$ cat config.mk
export PLATFORM = sky130hd
export DESIGN_NAME = mem_access_unit
export DESIGN_NICKNAME = d
export VERILOG_FILES = /design/src/rtl/mem_access_unit.sv
export SDC_FILE = /design/constraint.sdc
export NUM_CORES = 1
export LEC_CHECK = 0
export BUFFER_PORTS_ARGS = -buffer_cell sky130_fd_sc_hd__buf_2
export CAP_MARGIN = 20
export CORE_UTILIZATION = 45
export DETAILED_ROUTE_END_ITERATION = 16
export GPL_TIMING_DRIVEN = 0
export PLACE_DENSITY_LB_ADDON = 0.2
export SLEW_MARGIN = 0
export SYNTH_ARGS = -nofsm -noshare
export SYNTH_HDL_FRONTEND = slang
export SYNTH_SLANG_ARGS = --single-unit
$ cat constraint.sdc
create_clock -name clk -period 3.3 [get_ports clk]
set_input_delay 0.33 -clock clk [delete_from_list [all_inputs] [get_ports clk]]
set_output_delay 0.33 -clock clk [all_outputs]
set_load 0.01 [all_outputs]
$ cat src/rtl/mem_access_unit.sv
// mem_access_unit
//   Runs one load or store per request for the 32-bit core. It drives the
//   data-memory bus, builds byte enables, and replicates store data across
//   the byte lanes. Load data is sign- or zero-extended. Completion and any
//   fault are reported through a busy/done handshake.
//
// Ports
//   clk, rst          : system clock; asynchronous active-high reset
//   start             : request strobe, only accepted while idle
//   is_store          : 1 = store, 0 = load
//   mem_ctrl[2:0]     : size code (000 none, 001 sb, 010 sh, 011 w,
//                       100 uh, 101 ub, 11x invalid)
//   addr[31:0]        : byte address from the ALU
//   store_data[31:0]  : store operand
//   bus_req/bus_we    : bus request (held until ack) and write enable
//   bus_addr[31:0]    : word-aligned bus address
//   bus_be[3:0]       : byte enables
//   bus_wdata[31:0]   : lane-replicated store data
//   bus_rdata[31:0]   : read data, valid with bus_ack
//   bus_ack           : bus completion, only honoured while bus_req is high
//   busy              : high whenever a request is in flight
//   done              : one-cycle completion pulse
//   fault[1:0]        : valid with done (00 ok, 01 misaligned, 10 timeout,
//                       11 invalid ctrl)
//   load_data[31:0]   : extended load result, updated on successful loads
module mem_access_unit #(
  parameter int unsigned TIMEOUT_CYCLES = 255
) (
  input  logic        clk,
  input  logic        rst,
  input  logic        start,
  input  logic        is_store,
  input  logic [2:0]  mem_ctrl,
  input  logic [31:0] addr,
  input  logic [31:0] store_data,
  output logic        bus_req,
  output logic        bus_we,
  output logic [31:0] bus_addr,
  output logic [3:0]  bus_be,
  output logic [31:0] bus_wdata,
  input  logic [31:0] bus_rdata,
  input  logic        bus_ack,
  output logic        busy,
  output logic        done,
  output logic [1:0]  fault,
  output logic [31:0] load_data
);

  // The counter is at least 8 bits wide. It grows only when the timeout
  // needs more range than that.
  localparam int unsigned CNT_W = (TIMEOUT_CYCLES < 256) ? 8 : $clog2(TIMEOUT_CYCLES + 1);
  // Value of the counter during the last REQ cycle before a timeout.
  localparam logic [CNT_W-1:0] CNT_LAST = (TIMEOUT_CYCLES == 0) ? '0 : CNT_W'(TIMEOUT_CYCLES - 1);

  typedef enum logic [1:0] {
    S_IDLE,
    S_REQ,
    S_DONE
  } state_t;

  state_t            state_q, state_d;
  logic              is_store_q, is_store_d;
  logic [2:0]        ctrl_q, ctrl_d;
  logic [1:0]        addr_lo_q, addr_lo_d;
  logic [31:0]       bus_addr_q, bus_addr_d;
  logic [3:0]        bus_be_q, bus_be_d;
  logic [31:0]       bus_wdata_q, bus_wdata_d;
  logic [1:0]        fault_q, fault_d;
  logic [31:0]       load_data_q, load_data_d;
  logic [CNT_W-1:0]  cnt_q, cnt_d;

  // Decode the incoming request. Signed and unsigned codes share the same
  // size and therefore the same byte enables.
  logic        req_byte, req_half, req_word, req_none, req_invalid, req_misaligned;
  logic [3:0]  req_be;
  logic [31:0] req_wdata;

  always_comb begin
    req_byte       = (mem_ctrl == 3'b001) || (mem_ctrl == 3'b101);
    req_half       = (mem_ctrl == 3'b010) || (mem_ctrl == 3'b100);
    req_word       = (mem_ctrl == 3'b011);
    req_none       = (mem_ctrl == 3'b000);
    req_invalid    = mem_ctrl[2] && mem_ctrl[1];
    req_misaligned = (req_half && addr[0]) || (req_word && (addr[1:0] != 2'b00));
    req_be         = 4'b1111;
    req_wdata      = store_data;
    if (req_byte) begin
      req_be    = 4'b0001 << addr[1:0];
      req_wdata = {4{store_data[7:0]}};
    end else if (req_half) begin
      req_be    = 4'b0011 << addr[1:0];
      req_wdata = {2{store_data[15:0]}};
    end
  end

  // Shift the addressed bytes down to bit 0, then extend them according to
  // the latched size code.
  logic [31:0] rdata_shifted;
  logic [31:0] rdata_fmt;

  always_comb begin
    rdata_shifted = bus_rdata >> {addr_lo_q, 3'b000};
    rdata_fmt     = rdata_shifted;
    case (ctrl_q)
      3'b001:  rdata_fmt = {{24{rdata_shifted[7]}}, rdata_shifted[7:0]};
      3'b010:  rdata_fmt = {{16{rdata_shifted[15]}}, rdata_shifted[15:0]};
      3'b100:  rdata_fmt = {16'h0000, rdata_shifted[15:0]};
      3'b101:  rdata_fmt = {24'h000000, rdata_shifted[7:0]};
      default: rdata_fmt = rdata_shifted;
    endcase
  end

  // Next-state logic. Requests that fault, or that need no access, skip the
  // bus and go straight to DONE. The timeout counter saturates rather than
  // wrapping.
  always_comb begin
    state_d     = state_q;
    is_store_d  = is_store_q;
    ctrl_d      = ctrl_q;
    addr_lo_d   = addr_lo_q;
    bus_addr_d  = bus_addr_q;
    bus_be_d    = bus_be_q;
    bus_wdata_d = bus_wdata_q;
    fault_d     = fault_q;
    load_data_d = load_data_q;
    cnt_d       = cnt_q;
    case (state_q)
      S_IDLE: begin
        if (start) begin
          is_store_d = is_store;
          ctrl_d     = mem_ctrl;
          addr_lo_d  = addr[1:0];
          cnt_d      = '0;
          state_d    = S_DONE;
          if (req_invalid) begin
            fault_d = 2'b11;
          end else if (req_none) begin
            fault_d = 2'b00;
          end else if (req_misaligned) begin
            fault_d = 2'b01;
          end else begin
            fault_d     = 2'b00;
            bus_addr_d  = {addr[31:2], 2'b00};
            bus_be_d    = req_be;
            bus_wdata_d = req_wdata;
            state_d     = S_REQ;
          end
        end
      end
      S_REQ: begin
        if (bus_ack) begin
          state_d = S_DONE;
          fault_d = 2'b00;
          if (!is_store_q) begin
            load_data_d = rdata_fmt;
          end
        end else if ((TIMEOUT_CYCLES != 0) && (cnt_q == CNT_LAST)) begin
          state_d = S_DONE;
          fault_d = 2'b10;
        end else if (cnt_q != CNT_LAST) begin
          cnt_d = cnt_q + 1'b1;
        end
      end
      S_DONE: begin
        state_d = S_IDLE;
      end
      default: begin
        state_d = S_IDLE;
      end
    endcase
  end

  // All state registers. An asynchronous reset returns the unit to idle and
  // clears every bus and result register.
  always_ff @(posedge clk or posedge rst) begin
    if (rst) begin
      state_q     <= S_IDLE;
      is_store_q  <= 1'b0;
      ctrl_q      <= 3'b000;
      addr_lo_q   <= 2'b00;
      bus_addr_q  <= '0;
      bus_be_q    <= '0;
      bus_wdata_q <= '0;
      fault_q     <= 2'b00;
      load_data_q <= '0;
      cnt_q       <= '0;
    end else begin
      state_q     <= state_d;
      is_store_q  <= is_store_d;
      ctrl_q      <= ctrl_d;
      addr_lo_q   <= addr_lo_d;
      bus_addr_q  <= bus_addr_d;
      bus_be_q    <= bus_be_d;
      bus_wdata_q <= bus_wdata_d;
      fault_q     <= fault_d;
      load_data_q <= load_data_d;
      cnt_q       <= cnt_d;
    end
  end

  // The outputs come straight from the state, so a reset in the middle of a
  // request drops bus_req without waiting for a clock edge.
  assign bus_req   = (state_q == S_REQ);
  assign bus_we    = (state_q == S_REQ) && is_store_q;
  assign bus_addr  = bus_addr_q;
  assign bus_be    = bus_be_q;
  assign bus_wdata = bus_wdata_q;
  assign busy      = (state_q != S_IDLE);
  assign done      = (state_q == S_DONE);
  assign fault     = (state_q == S_DONE) ? fault_q : 2'b00;
  assign load_data = load_data_q;

endmodule

* Word level (Yosys, flattened, before mapping)
Cells that the tools add are included.
W data, S select, Z words.
** Cells by class
- Multiplexer cells :: 24
- $add $sub $neg :: 1
- Reductions and logical operators :: 18
- Multiply operators :: 0
- $lt $le $gt $ge :: 0
- Bitwise operators :: 4
- Divide/modulo/power cells :: 0
- Eq/ne operators :: 18
- Shifts and indexed selects :: 3
** Operators with widths (number)
- $pmux W32 S4 :: 1
- $mux W32 :: 2
- $mux W8 :: 4
- $shr A32 B5 Y32 :: 1
- $mux W2 :: 10
- $pmux W8 S2 :: 1
- $eq A3 B3 Y1 const B :: 4
- $reduce_and A5 Y1 :: 2
- $eq A3 B2 Y1 const B :: 3
- $add A8 B1 Y8 const B :: 1
- $eq A8 B8 Y1 const B :: 1
- $mux W4 :: 2
- $ne A8 B8 Y1 const B :: 1
- $pmux W2 S2 :: 2
- $eq A3 B1 Y1 const B :: 2
- $ne A2 B2 Y1 const B :: 3
- $reduce_and A3 Y1 :: 2
- $reduce_bool A2 Y1 :: 3
- $logic_and A1 B1 Y1 :: 4
- $not A1 Y1 :: 4
- $reduce_and A2 Y1 :: 2
- $shl A1 B2 Y4 const A :: 1
- $shl A2 B2 Y4 const A :: 1
- $logic_not A3 Y1 :: 1
- other kinds (7) :: 10
** Storage, ports and cells
- Bits in latches :: 0
- Memories kept :: 0
- Bits in writable memories :: 0
- Register bits after elaboration :: 116
- ROM bits :: 0

* Longest topological paths before layout
Gate-level depths: netlist (run 1).
- Depth in word-level cells :: 9
- Gate-level depth with buffers :: 9

* Worst setup path before layout (run 1)
OpenSTA, ideal clock, no wires.
- Path type :: in2reg
- From :: input addr[0]
- To :: register bus_wdata_q[25], in the netlist bus_wdata[25]
- Stages on the path :: 9
- Data required time :: 3.172 ns
- Buffers on the path :: 3
- Path slack :: 1.313 ns
- Arrival :: 1.860 ns
- Library setup time :: 0.128 ns
- Path through :: inv_1 -> ha_1 -> nor2b_1 -> o21a_1 -> or3_1 -> clkbuf_1 -> buf_6 -> buf_6 -> mux2_1
** Between the ends
- Word-level cells in the longest chain between the ends :: 5
- Elaborated cells on any way between the ends :: 6
- Classes of those cells :: 1 x bitwise; 5 x reduce/logical
** RTL lines
- from (decl) :: line 34 : input logic [31:0] addr,
- $reduce_bool A2 Y1 :: line 84 : req_misaligned = (req_half && addr[0]) || (req_word && (addr[1:0] != 2'b00));
- $logic_and A1 B1 Y1 :: line 84
- $logic_or A1 B1 Y1 * :: line 84
- $not A1 Y1 (no source line) *
- $reduce_and A5 Y1 (no source line) *
- to (signal assigned) :: line 194 : bus_wdata_q <= bus_wdata_d;
- to (decl) :: line 67 : logic [31:0] bus_wdata_q, bus_wdata_d;
Every way passes the cells marked *; elsewhere a longest branch is shown, timed or not.
A chain may end at the register's enable or synchronous reset.

* Final worst setup path (run 1)
- From :: register state_q[1]
- To :: register bus_wdata_q[26], in the netlist bus_wdata[26]
** Between the ends
- Word-level cells in the longest chain between the ends :: 2
** RTL lines
- from (decl) :: line 61 : state_t state_q, state_d;
- from (signal assigned) :: line 188 : state_q <= state_d;
- $logic_not A2 Y1 :: line 127 : case (state_q)
- $reduce_and A5 Y1 (no source line)
No other way between the ends.

==> impl_table.tex, run 1 <==
\begin{tabular}{lr}
\hline
Metric & Value \\
\hline
\multicolumn{2}{l}{\textbf{Synth}} \\
Sequential fraction of the synthesis area & 50.4\% \\
Flip-flop cell with the highest count after synthesis & dfrtp\_1 \\
Synthesized instance count & 509 \\
Post-Synthesis Mean Instance Area & 11.3 um2 \\
Post-Syn Area & 5760 um2 \\
Number of distinct library cell variants in the gate-level netlist after synthesis & 53 \\
Area fraction of the dominant cell type after synthesis & 50.4\% \\
Number of warning messages in the yosys log & 0 \\
Library cell with the largest summed area after synthesis & dfrtp\_1 \\
Post-synth EDFFs & 0 \\
Flops \& latches, synth & 116 \\
Main area contributors after synthesis & dfrtp\_1, mux2\_2, mux2\_4 \\
Post-synthesis async set-or-reset flop share & 100\% \\
\multicolumn{2}{l}{\textbf{Die}} \\
Die Outline Area & 13200 um2 \\
Die span in y & 115 um \\
Initial core utilization & 46.9\% \\
Width of the chip & 115 um \\
Row cnt & 40 \\
Core Box Area & 12300 um2 \\
Number of top-level pins & 210 \\
\multicolumn{2}{l}{\textbf{Setup path}} \\
Endpoint of the lowest-slack register-to-register path & bus\_wdata[26] \\
Critical path type & flop to flop \\
Startpoint of the most critical register-to-register path & state\_q[1] \\
Peak fanout along the critical path & 10 \\
Required time reported for the critical path endpoint & 3.59 ns \\
Reg2reg setup slack & 1.10 ns \\
Critical Path, Cell by Cell & nand2b\_1 -> nand2b\_4 -> buf\_6 -> or3\_1 -> clkbuf\_1 -> buf\_6 -> buf\_6 -> mux2\_1 \\
Worst reg2reg path depth & 8 \\
Delay of the slowest cell on the worst path & 0.41 ns \\
Crit end category & flop \\
Slowest stage cell on the critical path & or3\_1 \\
Signal arrival time at the worst endpoint & 2.49 ns \\
Most used cell, CP & buf\_6 \\
Setup crit start kind & flop \\
\multicolumn{2}{l}{\textbf{Min path}} \\
Class of the most critical hold timing path & input port to flop \\
Hold path cells & 3 \\
Endpoint, Worst Hold & is\_store\_q \\
HP Start & is\_store \\
\multicolumn{2}{l}{\textbf{Power}} \\
Internal power & 0.00447 W \\
Switching part of the total & 33.4\% \\
Logic pwr share & 36.7\% \\
Net load switching power & 0.00224 W \\
VDD IR-drop max & 0.489 mV \\
Sequential share of power & 36.1\% \\
Clk network pwr share & 27.2\% \\
Total power per unit cell area & 876 nW/um2 \\
Static leakage power & 3.85 nW \\
\multicolumn{2}{l}{\textbf{Detailed routing}} \\
Total routed wirelength & 15.9 mm \\
Remaining routing DRC violations & 0 \\
Vias & 4828 \\
Pre-antenna DRT Iters & 4 \\
Detailed router's first-iteration violation count & 236 \\
Routed Antenna Nets & 0 \\
Average routed wire per standard cell & 17.3 um \\
Number of vias per cell after detailed routing & 5.25 \\
\multicolumn{2}{l}{\textbf{Placement}} \\
Final RePlAce weighted congestion & 0.853 \\
Count of buffers inserted at the top-level ports & 206 \\
Detail Placement HPWL & 11.7 mm \\
Post-DP Area & 7070 um2 \\
\multicolumn{2}{l}{\textbf{GRT}} \\
Vias in the first global route & 4987 \\
Initial antenna violation count & 0 \\
First-pass GRT wire length & 25.2 mm \\
Maximum number of pins on one net before global-route repair & 33 \\
Aggregate global-route resource usage & 25.2\% \\
Overflow left after global routing & 0 \\
\multicolumn{2}{l}{\textbf{Clock tree}} \\
Number of levels the H-tree was split into & 4 \\
Clock insertion delay at the later pin of the skew report & 0.41 ns \\
Total clock sinks & 116 \\
Number of gates resized after CTS & 0 \\
Number of CTS-inserted buffers & 17 \\
Clock slew at reported path FFs & 0.05 ns \\
Buffer cell driving the clock tree root & clkbuf\_16 \\
Clock tree from TritonCTS & done \\
Number of setup buffers added after CTS & 0 \\
Clk buf depth & 2 \\
\multicolumn{2}{l}{\textbf{Layout}} \\
Finished Core Util & 62.5\% \\
Fraction of final layout cells sized beyond drive strength 1 & 45.4\% \\
Final instance area & 7660 um2 \\
Syn-to-layout area delta & 33.0\% \\
Layout Nets & 849 \\
\# diodes & 0 \\
\multicolumn{2}{l}{\textbf{Flow run}} \\
Max-capacitance violation count & 0 \\
\multicolumn{2}{l}{\textbf{Timing}} \\
Unrepaired setup endpoints after global routing & no \\
Max\_slew headroom & 29.3\% \\
Number of hold-slack violations in the final timing report & 0 \\
Maximum clock rate & 0.454 GHz \\
Slew at the pin with the worst max-slew slack & 1.05 ns \\
Max Clock Skew & 0.0105 ns \\
Number of endpoints failing setup at the final stage & 0 \\
Post-route clock period utilization & 66.7\% \\
Time the final worst path needs with I/O delays and setup & 2.20 ns \\
Total negative slack for setup checks & 0 ns \\
Final slew viol count & 0 \\
\multicolumn{2}{l}{\textbf{Status}} \\
Result of the run & completed \\
\hline
\end{tabular}
## state kept, by name, summed over array words and instances (netlist names)
signal      count
bus_wdata      32
ctrl_q          3
load_data      32
state_q         2
cnt_q           8
addr_lo_q       2
bus_be          4
bus_addr       30
is_store_q      1
fault_q         2
## layout make-up
| type | instances | area [um2] |
|---|---|---|
| clock buffer | 21 | 450 |
| inverter | 8 | 33.8 |
| fill | 1017 | 4600 |
| sequential | 116 | 2900 |
| multi-input combinational | 351 | 2640 |
| timing repair buffer | 210 | 1100 |
| buffer | 35 | 191 |
| clock inverter | 10 | 133 |
| tap | 168 | 210 |
## worst max path at each step
stage	cells after the start	startpoint	end	slack, ns
global route	5	addr_lo_q[0]	load_data[15]	0.98
CTS	8	state_q[1]	bus_wdata[26]	1.08
finish	8	state_q[1]	bus_wdata[26]	1.10
detailed placement	10	addr[0]	bus_wdata[26]	0.84
floorplan	9	addr[0]	bus_wdata[25]	1.31
global placement	2	rst	bus_be[3]	0.83
## power by group through the flow
stage / Clock, W / Combinational [W] / Sequential, W
2_1_floorplan: 0 / 0.00119 / 0.00266
3_3_place_gp: 0 / 0.00242 / 0.00239
3_5_place_dp: 0 / 0.00247 / 0.00242
4_1_cts: 0.00186 / 0.00249 / 0.00242
5_1_grt: 0.00193 / 0.00268 / 0.00250
6_report: 0.00183 / 0.00246 / 0.00242
## worst max-delay path, delay by kind of cell, from the launching register on
| family | cells | cell delay (ns) |
|---|---|---|
| and+or+nand+nor | 3 | 0.76 |
| DFF | 1 | 0.36 |
| buffers and inverters | 4 | 0.64 |
| muxes | 1 | 0.32 |
## placed cells by master, fill, tap and decap left out, types with 8 or more instances in the layout
cell       instances
buf_2            215
dfrtp_1          116
nand2_1           54
mux2_2            54
nor2_1            45
o21ai_0           25
mux2_4            24
mux2i_1           19
a21oi_1           18
clkbuf_1          17
a221o_1           17
clkbuf_16         17
and2_1            11
nor3_1             9
a211oi_1           8
## per-stage QoR
| step | setup slack, ns | std cells | power, W | hold WS [ns] |
|---|---|---|---|---|
| 3_3_place_gp | 0.826 | 884 | 0.00481 | 0.466 |
| 2_1_floorplan | 1.31 | 510 | 0.00386 | 0.435 |
| 4_1_cts | 1.08 | 919 | 0.00676 | 0.101 |
| 6_report | 1.10 | 919 | 0.00671 | 0.118 |
| 5_1_grt | 0.984 | 919 | 0.00711 | 0.129 |
| 3_5_place_dp | 0.839 | 887 | 0.00490 | 0.432 |
## metal layers
metal / up-vias / global-route usage (%) / routed length [um]
li1: 2264 / - / -
met1: 2339 / 30.2 / 6630
met2: 199 / 42.2 / 7950
met3: 26 / 6.59 / 952
met4: 0 / 12.1 / 364
met5: - / 0 / 0
## cell families (layout without fill, tap and decap cells)
family / Yosys count / after routing / share of synthesized area (%)
mux: 99 / 99 / 20.5
compound gates: 89 / 89 / 10.8
xor+xnor: 4 / 4 / 0.609
simple gates: 151 / 151 / 12.4
other cells: 1 / 2 / 0.0651
fa+ha+maj: 6 / 6 / 1.30
buf+inv: 43 / 284 / 3.85
flops: 116 / 116 / 50.4
## Yosys cell counts, types with 7 or more instances
library cell and n:
buf_2 9, a221o_1 17, and2_1 11, a21oi_1 18, o21ai_0 25, dfrtp_1 116
nor3_1 9, mux2_4 24, clkbuf_1 14, nor2_1 45, a211oi_1 8, mux2_2 54
mux2i_1 19, nand2_1 54, inv_1 7
## timing repair
item	CTS	global route
hold buffers	1	0
setup endpoints to repair	0	0
endpoints found under the hold margin	25	0
Power figures use the tool's default switching activity.
==> run 2: changes to the inputs <==
CORE_UTILIZATION = 50   (was 45)
clock period = 2.1 ns   (was 3.3 ns; I/O delays follow)
==> run 2 against run 1 <==
Die area decreased by 9.8%; first-iteration DRC count decreased by 3.4%; total power increased by 57%; count of clock-buffer cells in the layout unchanged; final cell count decreased by 2.6%; critical path type unchanged; critical endpoint is now load_data[17]; largest power group unchanged.
==> impl_table.tex, run 2 (same netlist as run 1, synthesis figures left out) <==
\begin{tabular}{lr}
\hline
Metric & Value \\
\hline
\multicolumn{2}{l}{\textbf{Timing}} \\
Unrepaired setup endpoints after global routing & yes \\
Max\_slew headroom & 26.3\% (-3.0 points) \\
Final worst setup slack & 0.0581 ns (-1.04 ns) \\
Final slew viol count & 0 (unchanged) \\
Number of hold-slack violations in the final timing report & 0 (unchanged) \\
Max Clock Skew & 0.00686 ns (-0.00359 ns) \\
Maximum clock rate & 0.490 GHz (+7.8\%) \\
Time the final worst path needs with I/O delays and setup & 2.04 ns (-0.159 ns) \\
Post-route clock period utilization & 97.2\% (+31 points) \\
Slew at the pin with the worst max-slew slack & 1.10 ns (+0.0452 ns) \\
Number of endpoints failing setup at the final stage & 0 (unchanged) \\
\multicolumn{2}{l}{\textbf{Clock tree}} \\
Clk buf depth & 2 (unchanged) \\
Number of CTS-inserted buffers & 17 (unchanged) \\
Total clock sinks & 116 (unchanged) \\
Clock insertion delay at the later pin of the skew report & 0.42 ns (about the same) \\
Number of levels the H-tree was split into & 4 (unchanged) \\
Buffer cell driving the clock tree root & clkbuf\_16 \\
Clock slew at reported path FFs & 0.05 ns (about the same) \\
Clock tree from TritonCTS & done \\
\multicolumn{2}{l}{\textbf{Detailed routing}} \\
Average routed wire per standard cell & 17.4 um (+0.32\%) \\
Total routed wirelength & 15.5 mm (-2.3\%) \\
Remaining routing DRC violations & 0 (unchanged) \\
Vias & 4881 (+1.1\%) \\
Number of vias per cell after detailed routing & 5.45 (+3.8\%) \\
Routed Antenna Nets & 0 (unchanged) \\
Detailed router's first-iteration violation count & 228 (-3.4\%) \\
Pre-antenna DRT Iters & 5 (+1) \\
\multicolumn{2}{l}{\textbf{Power}} \\
Static leakage power & 3.90 nW (+1.3\%) \\
Total power per unit cell area & 1370 nW/um2 (+57\%) \\
VDD IR-drop max & 0.863 mV (+77\%) \\
\multicolumn{2}{l}{\textbf{Die}} \\
Number of top-level pins & 210 (unchanged) \\
Die span in y & 109 um (-5.0\%) \\
Row cnt & 38 (-5.0\%) \\
Die Outline Area & 11900 um2 (-9.8\%) \\
Initial core utilization & 52.2\% (+5.2 points) \\
Core Box Area & 11000 um2 (-10\%) \\
Width of the chip & 109 um (-5.0\%) \\
\multicolumn{2}{l}{\textbf{Layout}} \\
Filler cell count in the final layout & 830 (-18\%) \\
Non-Filler Instances & 895 (-2.6\%) \\
Sequential cell area & 2900 um2 (unchanged) \\
Syn-to-layout area delta & 33.6\% \\
\# diodes & 0 (unchanged) \\
Commonest cells after routing, fill and taps aside & buf\_2, dfrtp\_1, nand2\_1, mux2\_2, nor2\_1 \\
Commonest non-fill, non-tap cell in the layout & buf\_2 \\
Total area of multi-input combinational cells & 2660 um2 (+0.85\%) \\
Layout Nets & 852 (+0.35\%) \\
Final instance area & 7690 um2 (+0.39\%) \\
Fraction of final layout cells sized beyond drive strength 1 & 46.5\% (+1.1 points) \\
\multicolumn{2}{l}{\textbf{Placement}} \\
Post-DP Area & 7010 um2 (-0.78\%) \\
Final RePlAce weighted congestion & 0.870 (+2.0\%) \\
Detail Placement HPWL & 11.1 mm (-5.6\%) \\
Cell count after placement & 858 (-3.3\%) \\
Worst Setup Slack post-DPL & -0.174 ns (-1.01 ns) \\
Count of buffers inserted at the top-level ports & 206 (unchanged) \\
\multicolumn{2}{l}{\textbf{Min path}} \\
Class of the most critical hold timing path & input port to flop \\
\multicolumn{2}{l}{\textbf{GRT}} \\
Aggregate global-route resource usage & 26.9\% (+1.7 points) \\
First-pass GRT wire length & 24.1 mm (-4.5\%) \\
Initial antenna violation count & 0 (unchanged) \\
Most used routing layer & met2 \\
Met1 Usage GRT & 32.9\% (+2.6 points) \\
Met3 usage & 6.76\% (+0.17 points) \\
Maximum number of pins on one net before global-route repair & 45 (+36\%) \\
GR Util met2 & 44.3\% (+2.1 points) \\
Vias in the first global route & 4860 (-2.5\%) \\
Overflow left after global routing & 0 (unchanged) \\
\multicolumn{2}{l}{\textbf{Setup path}} \\
Setup crit start kind & flop \\
Critical path type & flop to flop \\
Crit end category & flop \\
Signal arrival time at the worst endpoint & 2.39 ns (-0.10 ns) \\
Reg2reg setup slack & 0.06 ns (-1.04 ns) \\
Required time reported for the critical path endpoint & 2.45 ns (-1.14 ns) \\
Peak fanout along the critical path & 10 (unchanged) \\
\multicolumn{2}{l}{\textbf{Flow run}} \\
Max-capacitance violation count & 0 (unchanged) \\
\multicolumn{2}{l}{\textbf{Status}} \\
Result of the run & completed \\
\hline
\end{tabular}
-- run 2: cell types whose count changed in the layout (fill, tap and decap cells not counted), sizes merged --
cell	change
dlygate4sd3	+1
clkbuf	+1
buf	+1
clkinvlp	-2
clkinv	+3
-- run 2: stage by stage --
| stage | power (W) | hold WS, ns | setup TNS, ns | util [%] |
|---|---|---|---|---|
| 6_report | 0.0106 | 0.0226 | 0 | 69.7 |
| 5_1_grt | 0.0112 | 0.0118 | -0.422 | 69.7 |
| 2_1_floorplan | 0.00606 | 0.315 | 0 | - |
| 3_3_place_gp | 0.00749 | 0.404 | -38.12 | 63.2 |
| 4_1_cts | 0.0106 | 0.0125 | 0 | 69.3 |
| 3_5_place_dp | 0.00763 | 0.394 | -7.14 | 63.6 |
-- run 2: final cells by class --
| cell class | instances | share of cell area (%) |
|---|---|---|
| plain buffers | 34 | 2.60 |
| clock buffers | 21 | 5.99 |
| clock inverters | 11 | 1.72 |
| inverters | 8 | 0.439 |
| multi-input cells | 351 | 34.6 |
| flip-flops and latches | 116 | 37.8 |
| well taps | 140 | 2.28 |
| repair buffers | 214 | 14.6 |
-- run 2: report_power, final --
group | total [W] | internal (W) | switching, W | leakage (nW)
clock network | 0.00290 | 0.00191 | 0.000988 | 0.296
logic | 0.00387 | 0.00194 | 0.00194 | 2.19
registers | 0.00378 | 0.00323 | 0.000556 | 1.42
total | 0.0106 | 0.00707 | 0.00348 | 3.90
-- run 2: path summary, 6_finish.rpt --
kind	startpoint	cells past startpoint	end
max	state_q[1]	7	load_data[17]
min	addr[26]	2	bus_addr[26]
max reg2reg	state_q[1]	7	load_data[17]
min reg2reg	load_data[0]	2	load_data[0]
max in group asynchronous	rst	4	bus_wdata[7]
min in group asynchronous	rst	3	load_data[5]
-- run 2: worst max-delay path: stages, from the launching register on --
cell and delay (ns):
dfrtp_1 0.38, buf_2 0.18, nand4bb_1 0.21, buf_6 0.17, or4b_4 0.50, o22ai_4 0.22
buf_6 0.18, a221o_1 0.13
-- run 2: what timing repair did --
| action | CTS | global route |
|---|---|---|
| hold buffers | 2 | 0 |
| hold endpoints to repair | 32 | 0 |
| endpoints found under the setup margin | 43 | 27 |
| pin swaps | 1 | 1 |
| resized for setup | 2 | 9 |
| setup buffers | 1 | 3 |
-- run 2: metal layers --
metal | wire length (um) | vias up
met5 | 0 | -
met4 | 374 | 0
met3 | 1160 | 34
met2 | 7620 | 200
met1 | 6380 | 2374
li1 | - | 2273
